[src/rtl/shifter_right_sequential_if.sv]
// Request/result handshake bundle for the sequential right shifter.
// The slave side is the shifter; the master side is whoever issues requests and consumes results.
interface shifter_right_sequential_if #(
    parameter int nb_bits_data  = 32,
    parameter int nb_bits_shift = 5
);
    logic                     valid_i;
    logic                     ready_o;
    logic [nb_bits_data-1:0]  data_i;
    logic [nb_bits_shift-1:0] shift_value_i;
    logic                     arith_i;
    logic                     valid_o;
    logic                     ready_i;
    logic [nb_bits_data-1:0]  data_o;

    modport slave (
        input  valid_i,
        input  data_i,
        input  shift_value_i,
        input  arith_i,
        input  ready_i,
        output ready_o,
        output valid_o,
        output data_o
    );

    modport master (
        output valid_i,
        output data_i,
        output shift_value_i,
        output arith_i,
        output ready_i,
        input  ready_o,
        input  valid_o,
        input  data_o
    );
endinterface

[src/rtl/shifter_right_sequential.sv]
// Multi-cycle logical/arithmetic right shifter: one binary-weighted stage per clock,
// fixed latency of nb_bits_shift cycles, result held until the consumer takes it.
module shifter_right_sequential #(
    parameter int nb_bits_data  = 32,
    parameter int nb_bits_shift = 5
) (
    input  logic                    clk_i,
    input  logic                    rst_ni,
    shifter_right_sequential_if.slave bus
);
    localparam int cnt_w = (nb_bits_shift > 1) ? $clog2(nb_bits_shift) : 1;
    localparam logic [cnt_w-1:0] last_stage = cnt_w'(nb_bits_shift - 1);

    generate
        if ((2 ** nb_bits_shift) > nb_bits_data) begin : g_bad_params
            $error("shifter_right_sequential: 2**nb_bits_shift must not exceed nb_bits_data");
        end
    endgenerate

    typedef enum logic [1:0] {
        IDLE  = 2'd0,
        SHIFT = 2'd1,
        DONE  = 2'd2
    } state_t;

    state_t                   state_q, state_d;
    logic [nb_bits_data-1:0]  working_q, working_d;
    logic [nb_bits_shift-1:0] amount_q, amount_d;
    logic                     fill_q, fill_d;
    logic [cnt_w-1:0]         counter_q, counter_d;

    // Candidate result of every stage; the counter picks which one applies this cycle.
    logic [nb_bits_data-1:0] stage_res [nb_bits_shift];

    generate
        for (genvar gi = 0; gi < nb_bits_shift; gi++) begin : g_stage
            localparam int step = 2 ** gi;
            assign stage_res[gi] = {{step{fill_q}}, working_q[nb_bits_data-1:step]};
        end
    endgenerate

    always_comb begin
        state_d   = state_q;
        working_d = working_q;
        amount_d  = amount_q;
        fill_d    = fill_q;
        counter_d = counter_q;
        unique case (state_q)
            IDLE: begin
                if (bus.valid_i) begin
                    working_d = bus.data_i;
                    amount_d  = bus.shift_value_i;
                    // Sign is latched once so later stages never see a shifted-in bit as the MSB.
                    fill_d    = bus.arith_i & bus.data_i[nb_bits_data-1];
                    counter_d = '0;
                    state_d   = SHIFT;
                end
            end
            SHIFT: begin
                if (amount_q[counter_q]) begin
                    working_d = stage_res[counter_q];
                end
                counter_d = counter_q + cnt_w'(1);
                if (counter_q == last_stage) begin
                    state_d = DONE;
                end
            end
            DONE: begin
                if (bus.ready_i) begin
                    state_d = IDLE;
                end
            end
            default: state_d = IDLE;
        endcase
    end

    always_ff @(posedge clk_i or negedge rst_ni) begin
        if (!rst_ni) begin
            state_q   <= IDLE;
            working_q <= '0;
            amount_q  <= '0;
            fill_q    <= 1'b0;
            counter_q <= '0;
        end else begin
            state_q   <= state_d;
            working_q <= working_d;
            amount_q  <= amount_d;
            fill_q    <= fill_d;
            counter_q <= counter_d;
        end
    end

    // Decoded straight from state so reset reaches the outputs without a clock edge.
    assign bus.ready_o = (state_q == IDLE);
    assign bus.valid_o = (state_q == DONE);
    assign bus.data_o  = working_q;
endmodule

[src/flat_wrapper.sv]
// flat-port wrapper written by rule: the top's interface ports become plain ports
module shifter_right_sequential_flat 
#(
    parameter int nb_bits_data  = 32,
    parameter int nb_bits_shift = 5
)
  (clk_i, rst_ni, bus_valid_i, bus_data_i, bus_shift_value_i, bus_arith_i, bus_ready_i, bus_ready_o, bus_valid_o, bus_data_o);
  shifter_right_sequential_if #(.nb_bits_data(nb_bits_data), .nb_bits_shift(nb_bits_shift)) bus_i ();
  input  logic clk_i;
  input  logic rst_ni;
  input wire logic [$bits(bus_i.valid_i)-1:0] bus_valid_i;
  input wire logic [$bits(bus_i.data_i)-1:0] bus_data_i;
  input wire logic [$bits(bus_i.shift_value_i)-1:0] bus_shift_value_i;
  input wire logic [$bits(bus_i.arith_i)-1:0] bus_arith_i;
  input wire logic [$bits(bus_i.ready_i)-1:0] bus_ready_i;
  output wire logic [$bits(bus_i.ready_o)-1:0] bus_ready_o;
  output wire logic [$bits(bus_i.valid_o)-1:0] bus_valid_o;
  output wire logic [$bits(bus_i.data_o)-1:0] bus_data_o;
  assign bus_i.valid_i = bus_valid_i;
  assign bus_i.data_i = bus_data_i;
  assign bus_i.shift_value_i = bus_shift_value_i;
  assign bus_i.arith_i = bus_arith_i;
  assign bus_i.ready_i = bus_ready_i;
  assign bus_ready_o = bus_i.ready_o;
  assign bus_valid_o = bus_i.valid_o;
  assign bus_data_o = bus_i.data_o;
  shifter_right_sequential #(.nb_bits_data(nb_bits_data), .nb_bits_shift(nb_bits_shift)) u_core (.clk_i(clk_i), .rst_ni(rst_ni), .bus(bus_i));
endmodule
[config.mk]
export PLATFORM = sky130hd
export DESIGN_NAME = shifter_right_sequential_flat
export DESIGN_NICKNAME = d
export VERILOG_FILES = /design/src/rtl/shifter_right_sequential_if.sv /design/src/rtl/shifter_right_sequential.sv /design/src/flat_wrapper.sv
export SDC_FILE = /design/constraint.sdc
export NUM_CORES = 1
export LEC_CHECK = 0
export ABC_AREA = 1
export CORE_MARGIN = 5
export CORE_UTILIZATION = 52
export CTS_BUF_LIST = sky130_fd_sc_hd__clkbuf_4
export DETAILED_ROUTE_END_ITERATION = 7
export PLACE_DENSITY = 0.95
export RECOVER_POWER = 50
export SLEW_MARGIN = 5
export SYNTH_ARGS = -nofsm -noshare
export SYNTH_HDL_FRONTEND = slang
export SYNTH_SLANG_ARGS = --single-unit
[constraint.sdc]
create_clock -name clk_i -period 1.7 [get_ports clk_i]
set_input_delay 0.17 -clock clk_i [delete_from_list [all_inputs] [get_ports clk_i]]
set_output_delay 0.17 -clock clk_i [all_outputs]
set_load 0.1 [all_outputs]
==> results.txt <==
Residual DRC - 0
Die Span Y - 87.1 um
CP Class - reg2reg
via count - 3,795
mapped cell area - 3090 um2
antenna-violating nets left - 0
CP peak stage delay - 0.50 ns
Slew Limit Fails - 0
Total Wirelength - 9780 um
Post-Syn Area per Cell - 6.36 um2
detailed-route wire length per cell - 15.6 um
initial antenna violation count - 0
Die Wd - 87.1 um
placer's final routability congestion estimate - 1.00
worst-margin pin slew - 1.07 ns
1st-pass router iterations - 7
port bufs - 75
Tot GR Track Use - 25.7%
clk_lat worst skew - 0.37 ns
highest achievable clock rate - 616 MHz
Bufs and invs on worst path - 1
total global routing overflow - 0
diode count - 0
crit path DAT - 1.93 ns
Placeable Area - 5850 um2
post-CTS setup buffers - 0
CP Launch Type - flip-flop
relative slew slack - 28.8%
status - finished clean
setup violators final - 0
Num CTS Buffers - 5
Critical Path End Type - flip-flop
Synth Warn # - 0
Worst-path clk slew - 0.13 ns
post-synthesis sequential area ratio - 34.8%
TritonCTS clock tree - yes
area delta synth->final - 34.1%
initial drt markers - 601
Clock Path Buffers - 2
largest cells by area after synthesis - dfrtp_1, nand3_1, nand2_1
Cell Rows - 28
CTS root buf - clkbuf_4
Clock Skew - 0.00728 ns
die footprint - 7580 um2
dominant cell type by area after synthesis - dfrtp_1
max_cap viols - 0
syn nets - 530
I/O pins - 76
slowest CP cell - dfrtp_1
critical path, cell by cell - nand2_4 -> nor2_1 -> a21oi_4 -> buf_8 -> nand3_1 -> nand2_1
largest net degree at the start of global routing - 44
minimum clock period - 1.62 ns
Vias/cell - 6.05
crit-path max FO - 32
synthesized flop and latch total - 43
Worst path top cell family by delay - simple AND/OR/NAND/NOR gates
Worst EP required - 2.01 ns
Cells after Synth - 486
clock sinks - 43
htree depth - 2
first-pass GRT wire length - 15,800 um
final count of hold timing violations - 0
initial core utilization - 52.8%
Synth cell types - 23
layout cells sized above 1 - 18.1%
number of global-route vias before repair - 3,428
setup tns final - 0 ns
Nets - 595
Hold Crit Class - in2reg
post-synth top area share - 34.8%
fin crit share - 95.5%
DPL Wire Length - 6880 um
==> timing repair <==
action | CTS | global route
resized for setup | 1 | 6
hold endpoints to repair | 43 | 0
hold buffers | 1 | 0
setup endpoints to repair | 9 | 32
==> metrics by stage <==
| stage | setup WS, ns | std cells | hold slack, ns | util, % | area (um2) |
|---|---|---|---|---|---|
| after floorplan | 0.0268 | 486 | -0.126 | - | 3110 |
| after global placement | 0.122 | 618 | 0.257 | 72.8 | 4260 |
| after detailed placement | 0.00371 | 618 | 0.283 | 72.8 | 4260 |
| after CTS | 0.0524 | 627 | 0.342 | 74.3 | 4350 |
| after global routing | -0.00376 | 627 | 0.330 | 70.8 | 4140 |
| final | 0.0764 | 627 | 0.341 | 70.8 | 4140 |
==> cells by family after synthesis <==
family	count (synthesis)	share of synthesized area, %
buffers and inverters	45	6.48
XOR/XNOR	1	0.283
AND/OR/NAND/NOR	381	55.1
flip-flops	43	34.8
AO/OA/AOI/OAI	14	2.55
adder cells (fa/ha/maj)	2	0.810
==> cell type report <==
type / count / area, um2
well taps: 75 / 93.8
clock inverters: 3 / 38.8
inverters: 12 / 46.3
fillers: 413 / 1710
flip-flops and latches: 43 / 1080
multi-input cells: 398 / 1840
repair buffers: 91 / 1010
clock buffers: 5 / 37.5
==> cells in the mapped netlist <==
| cell | n |
|---|---|
| nand2_1 | 160 |
| buf_4 | 3 |
| or2_2 | 29 |
| nor2_2 | 1 |
| inv_1 | 4 |
| nand2_4 | 1 |
| nand3_1 | 149 |
| clkinv_2 | 1 |
| buf_1 | 4 |
| inv_2 | 7 |
| buf_2 | 15 |
| o21bai_1 | 1 |
| o22ai_1 | 2 |
| dfrtp_1 | 43 |
| ha_1 | 2 |
| or2_1 | 1 |
| clkbuf_1 | 11 |
| o21ai_1 | 7 |
| o21ai_0 | 1 |
| a21oi_1 | 2 |
| nor2_1 | 40 |
| xnor2_1 | 1 |
| a21oi_2 | 1 |
==> final timing paths <==
kind	end	from	cells after the start	slack, ns
worst min-delay path	u_core.amount_q[3]	bus_shift_value_i[3]	3	0.34
min in group asynchronous	u_core.bus.data_o[13]	rst_ni	3	0.59
worst min register to register	u_core.amount_q[0]	u_core.amount_q[0]	2	0.54
worst max-delay path	u_core.bus.data_o[0]	u_core.counter_q[2]	6	0.08
max in group asynchronous	u_core.bus.data_o[18]	rst_ni	3	0.45
worst max register to register	u_core.bus.data_o[0]	u_core.counter_q[2]	6	0.08
==> metal layers <==
metal / part of all wire, % / up-vias / global-route usage, %
li1: - / 1729 / -
met1: 37 / 1708 / 32.2
met4: 3.3 / 0 / 9.90
met5: 0 / - / 0
met2: 47 / 316 / 43.8
met3: 12 / 42 / 4.92
==> flip-flops by register name, indices dropped and copies added (netlist names) <==
register / flops
u_core.amount_q: 5
u_core.bus.data_o: 32
u_core.counter_q: 3
u_core.fill_q: 1
u_core.state_q: 2
==> worst min-delay path: cells and delay by family <==
kind / cells / cell delay (ns)
AOI/OAI and AO/OA: 1 / 0.05
buffers and inverters: 1 / 0.40
and+or+nand+nor: 1 / 0.06
==> cell usage in the layout, fill, tap and decap left out, types with 2 or more instances in the layout <==
master,instances
buf_12,20
inv_1,4
dfrtp_1,43
o22ai_1,2
inv_2,7
ha_1,2
o21ai_1,7
clkbuf_4,5
buf_4,10
nor2_2,2
buf_6,2
nand3_1,149
nand2_1,158
clkdlybuf4s50_1,40
a21oi_1,2
or2_2,29
clkinv_2,2
nor2_1,39
clkbuf_2,16
Power is not shown: default switching activity piles up to over one toggle a cycle in this logic, so the estimate is an artifact.
